[src/rtl/systolic_pkg.sv]
// systolic_pkg
// Shared types and helpers for the systolic array controller.
//   state_t        : 2-bit controller state encoding
//   calc_t_total() : number of RUN cycles needed to stream every operand
//                    through the skewed array and drain the PE pipeline
package systolic_pkg;

    typedef enum logic [1:0] {
        ST_IDLE  = 2'd0,
        ST_CLEAR = 2'd1,
        ST_RUN   = 2'd2,
        ST_DONE  = 2'd3
    } state_t;

    // The last operand enters the far corner PE at (a_rows-1)+(b_cols-1)+(a_cols-1),
    // and its product needs pe_lat more cycles to land in the accumulator.
    function automatic int calc_t_total(input int a_rows, input int a_cols,
                                        input int b_cols, input int pe_lat);
        return a_cols + a_rows + b_cols - 2 + pe_lat;
    endfunction

endpackage

[src/rtl/systolic_skew_lane.sv]
// systolic_skew_lane
// One edge lane of the systolic array: produces the operand-valid and the
// k index for a single row (or column) that is delayed by OFFSET cycles.
// Purely combinational; the top registers the result.
// Ports:
//   in_run : controller is (about to be) in RUN
//   t      : RUN cycle counter
//   valid  : operand for this lane is valid this cycle
//   idx    : k index (t - OFFSET) when valid, else 0
module systolic_skew_lane #(
    parameter int OFFSET = 0,
    parameter int N      = 4,
    parameter int T_W    = 4,
    parameter int IDX_W  = 2
) (
    input  logic             in_run,
    input  logic [T_W-1:0]   t,
    output logic             valid,
    output logic [IDX_W-1:0] idx
);

    localparam logic [T_W-1:0] FIRST_T = T_W'(OFFSET);
    localparam logic [T_W-1:0] LAST_T  = T_W'(OFFSET + N - 1);

    logic lower_ok;

    // Lane 0 has no lower bound; comparing an unsigned count against 0 would
    // be a constant expression.
    generate
        if (OFFSET == 0) begin : g_no_lower
            assign lower_ok = 1'b1;
        end else begin : g_lower
            assign lower_ok = (t >= FIRST_T);
        end
    endgenerate

    always_comb begin
        valid = in_run && lower_ok && (t <= LAST_T);
        idx   = '0;
        if (valid) begin
            idx = IDX_W'(t - FIRST_T);
        end
    end

endmodule

[src/rtl/systolic_ctrl.sv]
// systolic_ctrl
// Sequencer for an A_ROWS x B_COLS output-stationary systolic array.
// Clears the accumulators, streams skewed operand indices into the left
// (A) and top (B) edges, waits for the PE pipeline to drain, then flags the
// result matrix as readable.
//
// Optional feature: define SYSTOLIC_CTRL_PERF_EN to add perf_runs/perf_busy.
//
// Ports:
//   clk, reset       : clock, synchronous active-high reset
//   start            : request one multiply (honoured only in IDLE)
//   busy             : multiply in progress (CLEAR, RUN, DONE)
//   pe_clear         : clear all PE accumulators
//   a_valid, a_idx   : per-row operand valid and k index (IDX_W per row)
//   b_valid, b_idx   : per-column operand valid and k index
//   done             : one-cycle pulse when results are final
//   result_valid     : result matrix stable; held until the next CLEAR
//   perf_runs        : (PERF_EN) completed runs, wrapping
//   perf_busy        : (PERF_EN) busy cycles, saturating
//
// state   | meaning
// --------+-------------------------------------------------
// IDLE    | waiting for start
// CLEAR   | one cycle clearing PE accumulators
// RUN     | streaming operands, t = 0 .. T_TOTAL-1
// DONE    | one cycle, done pulse, results now valid
module systolic_ctrl
    import systolic_pkg::*;
#(
    parameter int A_ROWS = 4,
    parameter int A_COLS = 4,
    parameter int B_COLS = 4,
    parameter int PE_LAT = 1,
    parameter int IDX_W  = (A_COLS > 1) ? $clog2(A_COLS) : 1
) (
    input  logic                     clk,
    input  logic                     reset,
    input  logic                     start,
    output logic                     busy,
    output logic                     pe_clear,
    output logic [A_ROWS-1:0]        a_valid,
    output logic [A_ROWS*IDX_W-1:0]  a_idx,
    output logic [B_COLS-1:0]        b_valid,
    output logic [B_COLS*IDX_W-1:0]  b_idx,
    output logic                     done,
    output logic                     result_valid
`ifdef SYSTOLIC_CTRL_PERF_EN
    ,
    output logic [15:0]              perf_runs,
    output logic [31:0]              perf_busy
`endif
);

    localparam int T_TOTAL = calc_t_total(A_ROWS, A_COLS, B_COLS, PE_LAT);
    localparam int T_W     = (T_TOTAL > 1) ? $clog2(T_TOTAL) : 1;
    localparam logic [T_W-1:0] T_LAST = T_W'(T_TOTAL - 1);

    state_t         state, state_nx;
    logic [T_W-1:0] t, t_nx;
    logic           run_nx;

    logic [A_ROWS-1:0]       a_valid_nx;
    logic [A_ROWS*IDX_W-1:0] a_idx_nx;
    logic [B_COLS-1:0]       b_valid_nx;
    logic [B_COLS*IDX_W-1:0] b_idx_nx;

    always_ff @(posedge clk) begin
        if (reset) begin
            state <= ST_IDLE;
            t     <= '0;
        end else begin
            state <= state_nx;
            t     <= t_nx;
        end
    end

    always_comb begin
        state_nx = state;
        t_nx     = '0;
        case (state)
            ST_IDLE: begin
                if (start) begin
                    state_nx = ST_CLEAR;
                end
            end
            ST_CLEAR: begin
                state_nx = ST_RUN;
            end
            ST_RUN: begin
                if (t == T_LAST) begin
                    state_nx = ST_DONE;
                end else begin
                    t_nx = t + 1'b1;
                end
            end
            ST_DONE: begin
                state_nx = ST_IDLE;
            end
            default: begin
                state_nx = ST_IDLE;
            end
        endcase
    end

    // Lanes look at the next-state counter so that the registered outputs
    // line up with the cycle in which t holds that value.
    assign run_nx = (state_nx == ST_RUN);

    generate
        for (genvar i = 0; i < A_ROWS; i++) begin : g_row
            systolic_skew_lane #(
                .OFFSET (i),
                .N      (A_COLS),
                .T_W    (T_W),
                .IDX_W  (IDX_W)
            ) u_lane (
                .in_run (run_nx),
                .t      (t_nx),
                .valid  (a_valid_nx[i]),
                .idx    (a_idx_nx[i*IDX_W +: IDX_W])
            );
        end
        for (genvar j = 0; j < B_COLS; j++) begin : g_col
            systolic_skew_lane #(
                .OFFSET (j),
                .N      (A_COLS),
                .T_W    (T_W),
                .IDX_W  (IDX_W)
            ) u_lane (
                .in_run (run_nx),
                .t      (t_nx),
                .valid  (b_valid_nx[j]),
                .idx    (b_idx_nx[j*IDX_W +: IDX_W])
            );
        end
    endgenerate

    always_ff @(posedge clk) begin
        if (reset) begin
            busy         <= 1'b0;
            pe_clear     <= 1'b0;
            done         <= 1'b0;
            result_valid <= 1'b0;
            a_valid      <= '0;
            a_idx        <= '0;
            b_valid      <= '0;
            b_idx        <= '0;
        end else begin
            busy     <= (state_nx != ST_IDLE);
            pe_clear <= (state_nx == ST_CLEAR);
            done     <= (state_nx == ST_DONE);
            if (state_nx == ST_DONE) begin
                result_valid <= 1'b1;
            end else if (state_nx == ST_CLEAR) begin
                result_valid <= 1'b0;
            end
            a_valid <= a_valid_nx;
            a_idx   <= a_idx_nx;
            b_valid <= b_valid_nx;
            b_idx   <= b_idx_nx;
        end
    end

`ifdef SYSTOLIC_CTRL_PERF_EN
    always_ff @(posedge clk) begin
        if (reset) begin
            perf_runs <= '0;
            perf_busy <= '0;
        end else begin
            if (done) begin
                perf_runs <= perf_runs + 16'd1;
            end
            if (busy && (perf_busy != 32'hFFFF_FFFF)) begin
                perf_busy <= perf_busy + 32'd1;
            end
        end
    end
`endif

endmodule

[config.mk]
export PLATFORM = sky130hd
export DESIGN_NAME = systolic_ctrl
export DESIGN_NICKNAME = d
export VERILOG_FILES = /design/src/rtl/systolic_pkg.sv /design/src/rtl/systolic_skew_lane.sv /design/src/rtl/systolic_ctrl.sv
export SDC_FILE = /design/constraint.sdc
export NUM_CORES = 1
export LEC_CHECK = 0
export CAP_MARGIN = 5
export CORE_ASPECT_RATIO = 0.7
export CORE_MARGIN = 2
export CORE_UTILIZATION = 25
export CTS_CLUSTER_SIZE = 25
export DETAILED_ROUTE_END_ITERATION = 6
export MAX_ROUTING_LAYER = met4
export PLACE_DENSITY = 0.51
export SKIP_CTS_REPAIR_TIMING = 1
export SLEW_MARGIN = 20
export SYNTH_ARGS = -nofsm -noshare
export SYNTH_HDL_FRONTEND = slang
export SYNTH_SLANG_ARGS = --single-unit
[constraint.sdc]
create_clock -name clk -period 2.6 [get_ports clk]
set_clock_uncertainty 0.2 [all_clocks]
set_input_delay 0.26 -clock clk [delete_from_list [all_inputs] [get_ports clk]]
set_output_delay 0.26 -clock clk [all_outputs]
set_load 0.01 [all_outputs]
* Word level (Yosys, flattened, before mapping)
Index checks and enable logic that the tools add are counted.
** Operators by class
- $add $sub $neg :: 4
- Bitwise logic cells :: 4
- $lt $le $gt $ge :: 7
- Reductions and logical operators :: 14
- Mux-type cells :: 7
- Equality and inequality tests :: 7
** Operators by type and width (count)
- $le 4x3->1 const B :: 3
- $eq 2x2->1 const B :: 4
- $ge 4x2->1 const B :: 2
- $mux 4 :: 2
- $pmux 2 s4 :: 1
- $reduce_or 2->1 :: 4
- $logic_and 1x1->1 :: 7
- $add 4x1->4 const B :: 1
- $eq 2x1->1 const B :: 2
- $eq 4x4->1 const B :: 1
- $ge 4x1->1 const B :: 1
- $le 4x2->1 const B :: 1
- $mux 2 :: 2
- $not 1->1 :: 4
- $reduce_bool 2->1 :: 2
- $sub 2x2->2 const B :: 2
- $logic_not 2->1 :: 1
- $mux 1 :: 2
- $sub 2x1->2 const B :: 1
** Storage, ports and cells
- Input port bits :: 3
- Register bits :: 22
- Word-level logic and storage cells :: 54

* Logic depth before layout (Yosys ltp)
- Depth after elaboration :: 8
- Depth in mapped cells :: 9
- Gate-level depth less buffers :: 9

* By module
Synthesis repeated with hierarchy kept, for this count alone.
** Second synthesis, totals
- Cell total of the unflattened synthesis :: 155
- Area total of the unflattened synthesis :: 1532.7 um2
** By module, submodules not included
- systolic_ctrl :: cells an instance 101, instances 1, area each 1087.3 um2, sequential area each 680.7 um2
- systolic_skew_lane at g_col[1].u_lane ... :: cells an instance 11, instances 2, area each 82.6 um2, sequential area each 0.0 um2
- systolic_skew_lane at g_col[3].u_lane ... :: cells an instance 9, instances 2, area each 66.3 um2, sequential area each 0.0 um2
- systolic_skew_lane at g_col[2].u_lane ... :: cells an instance 4, instances 2, area each 41.3 um2, sequential area each 0.0 um2
- systolic_skew_lane at g_col[0].u_lane ... :: cells an instance 3, instances 2, area each 32.5 um2, sequential area each 0.0 um2

* Worst setup path after synthesis
OpenSTA, ideal clock, no wires.
- Path kind :: register -> register
- From :: register t[0]
- To :: register b_idx[2]
- Slack :: 608 ps
- Arrival time :: 1662 ps
- Period minus slack after synthesis :: 1992 ps
- Path buffers :: 0
- Stages on the path, launching flop included :: 10
- Setup time :: 130 ps
- Cell sequence :: dfxtp_1 -> inv_1 -> ha_1 -> nand3b_4 -> nand3_1 -> inv_1 -> ha_1 -> or2b_1 -> a21oi_1 -> nor4_1
** Between the ends
- Longest elaborated chain between the ends :: 8
- Elaborated cells on any way between the ends :: 14
- Classes of those cells :: add/sub (2); order compare (2); eq/ne (2); mux (4); bitwise (1); reduce/logical (3)
** RTL lines
- from (decl) :: RTL line systolic_ctrl.sv:59 : logic [T_W-1:0] t, t_nx;
- from (signal assigned) :: RTL line systolic_ctrl.sv:73 : t <= t_nx;
- $add 4x1->4 / $eq 4x4->1 (equally long branches) :: RTL line systolic_ctrl.sv:93, systolic_ctrl.sv:90
- $mux 4 (*) :: RTL line systolic_ctrl.sv:90 : if (t == T_LAST) begin
- $mux 4 (*) :: RTL line systolic_ctrl.sv:80 : case (state)
- via g_col[0].u_lane.t[0] :: RTL line systolic_skew_lane.sv:17 : input logic [T_W-1:0] t,
- $ge 4x1->1 :: RTL line systolic_skew_lane.sv:33 : assign lower_ok = (t >= FIRST_T);
- $logic_and 1x1->1 (2 in series) :: RTL line systolic_skew_lane.sv:38 : valid = in_run && lower_ok && (t <= LAST_T);
- $not 1->1 (no line)
- $reduce_or 2->1 (no line)
- to (signal assigned) :: RTL line systolic_ctrl.sv:160 : b_idx <= b_idx_nx;
- to (decl) :: RTL line systolic_ctrl.sv:44 : output logic [B_COLS*IDX_W-1:0] b_idx,
Mark *: on every way through the listed nets, which the timed path passes. The rest lies on a longest branch.
A chain may end at the register's enable or synchronous reset.

* Worst setup path in the final report
- From :: register t[0]
- To :: register b_idx[3]
The elaborated chain is that of the path after synthesis.

==> results.yml <==
cells_and_area:
  drive_gt1_share_pct: 14.17
  layout_commonest_cell: "clkdlybuf4s50_1"
  final_nets: 139
  layout_common_cells: "30 x clkdlybuf4s50_1, 22 x dfxtp_1, 11 x nor2_1, 8 x inv_1, 8 x ha_1"
  n_fill_cell: 388
  syn2layout_area_growth_pct: 30.78
  multi_input_area_um2: 494.2
  area.sequential_um2: 440.4
  final_util_pct: 35.07
  fin_cells: 179
  diodes: 0
  final_area_um2: 1409
yosys:
  synthMuxAreaShare_pct: 0
  synthesis.nets: 117
  synth_warnings: 0
  synth.area.top_cells: "dfxtp_1 41%, ha_1 9.3%, buf_4 8.4%"
  async_flop_share_pct: 0
  synth_top_family_by_area: "simple AND/OR/NAND/NOR gates"
  synth_edf_count: 0
  synth_simple_gate_area_share_pct: 21.14
  syn_area_um2: 1077
  synthFlopType: "dfxtp_1"
  synth_adder_area_share_pct: 9.292
  yosysTopAreaCellShare_pct: 40.88
  netlist_instances: 106
  synth-seq-cells: 22
  yosysSeqAreaShare_pct: 40.88
  synth_xor_area_share_pct: 0
  yosysUniqueCellTypes: 35
  syn_area_per_cell_um2: 10.16
  synth.largest_area_cell: "dfxtp_1"
  synth_compound_area_share_pct: 15.45
detailed_routing:
  viasPerCell: 4.397
  totalWireLength_mm: 2.040
  post_drt_wl_per_cell_um: 11.40
  vias: 787
  drtIter0Drc: 95
  drc_errors: 0
  first_pass_iters: 5
  postRouteAntennaNets: 0
worst_setup_path:
  worstSetupEndpointType: "flop"
  critPathLaunchType: "flop"
  crit_arrival_ps: 2240
  crit_type: "flop to flop"
  slowest_delay_ps: 350
  path_cells: "inv_1, ha_1, nand3b_4, nand3_1, inv_1, ha_1, or2b_1, a21oi_1, nor4_1"
  crit_path_max_fanout: 6
  cp_top_family: "simple AND/OR/NAND/NOR gates"
  cp_slowest_cell: "dfxtp_1"
  worstPathRequired_ps: 2540
  crit_buf_inv: 2
timing:
  setup_tns_ps: 0
  finalHoldViolations: 0
  fin_crit_sh_pct: 88.34
  fin_ws_ps: 303.2
  rsz0062_at_grt: "false"
  tightest_slew_ps: 415.8
  drv_slew: 0
  fin_hold_ws_ps: 297.6
  slew_headroom_pct: 72.15
  finalWorstPathRequiredPeriod_ps: 2297
  setup_viol: 0
  fmax_ghz: 0.4354
die:
  start_util_pct: 26.81
  die_h_um: 58.92
  rows: 19
  pin_count: 31
  die-area_um2: 4859
  design.core.area_um2: 4018
  dieWidth_um: 82.46
clocking:
  cts_max_level: 1
  clk_latency_ps: 260
  cts_tree: "built"
  cts.path.max_buffers: 2
  clkSlewWorstSetupHoldPaths_ps: 80
  root_buffer: "clkbuf_8"
  cts_inserted_buffers: 3
  cts.sinks: 22
global_routing:
  grt_max_degree: 14
  grt_remaining_overflow: 0
  grt_pass1_vias: 751
  grt_usage_pct: 9.937
  grt_pass1_wl_mm: 3.463
  antenna_found_initial: 0
run:
  drv_cap: 0
place:
  place_ws_ps: 314.1
  dp_hpwl_mm: 1.578
  place.gp.congestion: 0.7541
  postPlaceCellArea_um2: 1338
  port_buffers: 30
  dp_cells: 175
power_and_ir_drop:
  p_per_area_nw_per_um2: 849.5
  vdd_drop_max_mv: 0.3154
  power_mw: 1.197
  p_leak_nw: 0.5663
min_path:
  min_path_type: "flop to flop"
status:
  status: "complete, no violations"
where the power goes:
part	internal, mW	switching, mW	leakage [nW]
Combinational	0.206	0.255	0.352
Clock	0.206	0.110	0.0357
Sequential	0.395	0.0255	0.178
cell type report:
type	instances	share of cell area (%)
Clock inverter	1	2.131
Inverter	8	2.131
Sequential cell	22	31.26
Timing Repair Buffer	31	21.85
Multi-Input combinational cell	62	35.08
Clock buffer	3	2.931
Tap cell	52	4.618
worst paths after layout:
path / cells after the start / to / slack, ps / from
worst max register to register: 9 / b_idx[3] / 300 / t[0]
worst min-delay path: 1 / result_valid / 300 / result_valid
worst min register to register: 1 / result_valid / 300 / result_valid
worst max-delay path: 9 / b_idx[3] / 300 / t[0]
per-layer routing:
layer	vias up	GRT usage, %	wire length, µm	share of wire (%)
met4	0	6.429	69	3.4
li1	401	-	-	-
met3	6	1.840	82	4.0
met2	22	13.48	881	43
met5	-	-	0	0
met1	358	13.41	1007	49
cell usage after synthesis (2+ instances only):
cell / n
a2111oi_1: 2
a2111oi_2: 2
a211oi_1: 2
a21oi_1: 2
buf_4: 12
buf_6: 2
dfxtp_1: 22
ha_1: 8
inv_1: 8
nand2_1: 2
nand2b_1: 2
nand3_1: 2
nor2_1: 11
nor3_1: 5
nor4_1: 3
or2b_1: 2
sequential cells by signal, indices dropped and copies added, names as in the netlist:
| signal | flops |
|---|---|
| b_idx | 8 |
| t | 4 |
| result_valid | 1 |
| done | 1 |
| busy | 1 |
| state | 2 |
| b_valid | 4 |
| pe_clear | 1 |
worst reg2reg max path, cell delays in order (launching register included):
cell      delay [ps]
dfxtp_1          350
inv_1             80
ha_1             240
nand3b_4         110
nand3_1          240
inv_1            150
ha_1             240
or2b_1           220
a21oi_1          240
nor4_1           100
logic make-up after synthesis:
kind of cell,after synthesis
AOI/OAI and AO/OA,16
and+or+nand+nor,38
DFF,22
buffers and inverters,22
adders and majority gates,8
Note: power is estimated with default switching activity, not from simulation.
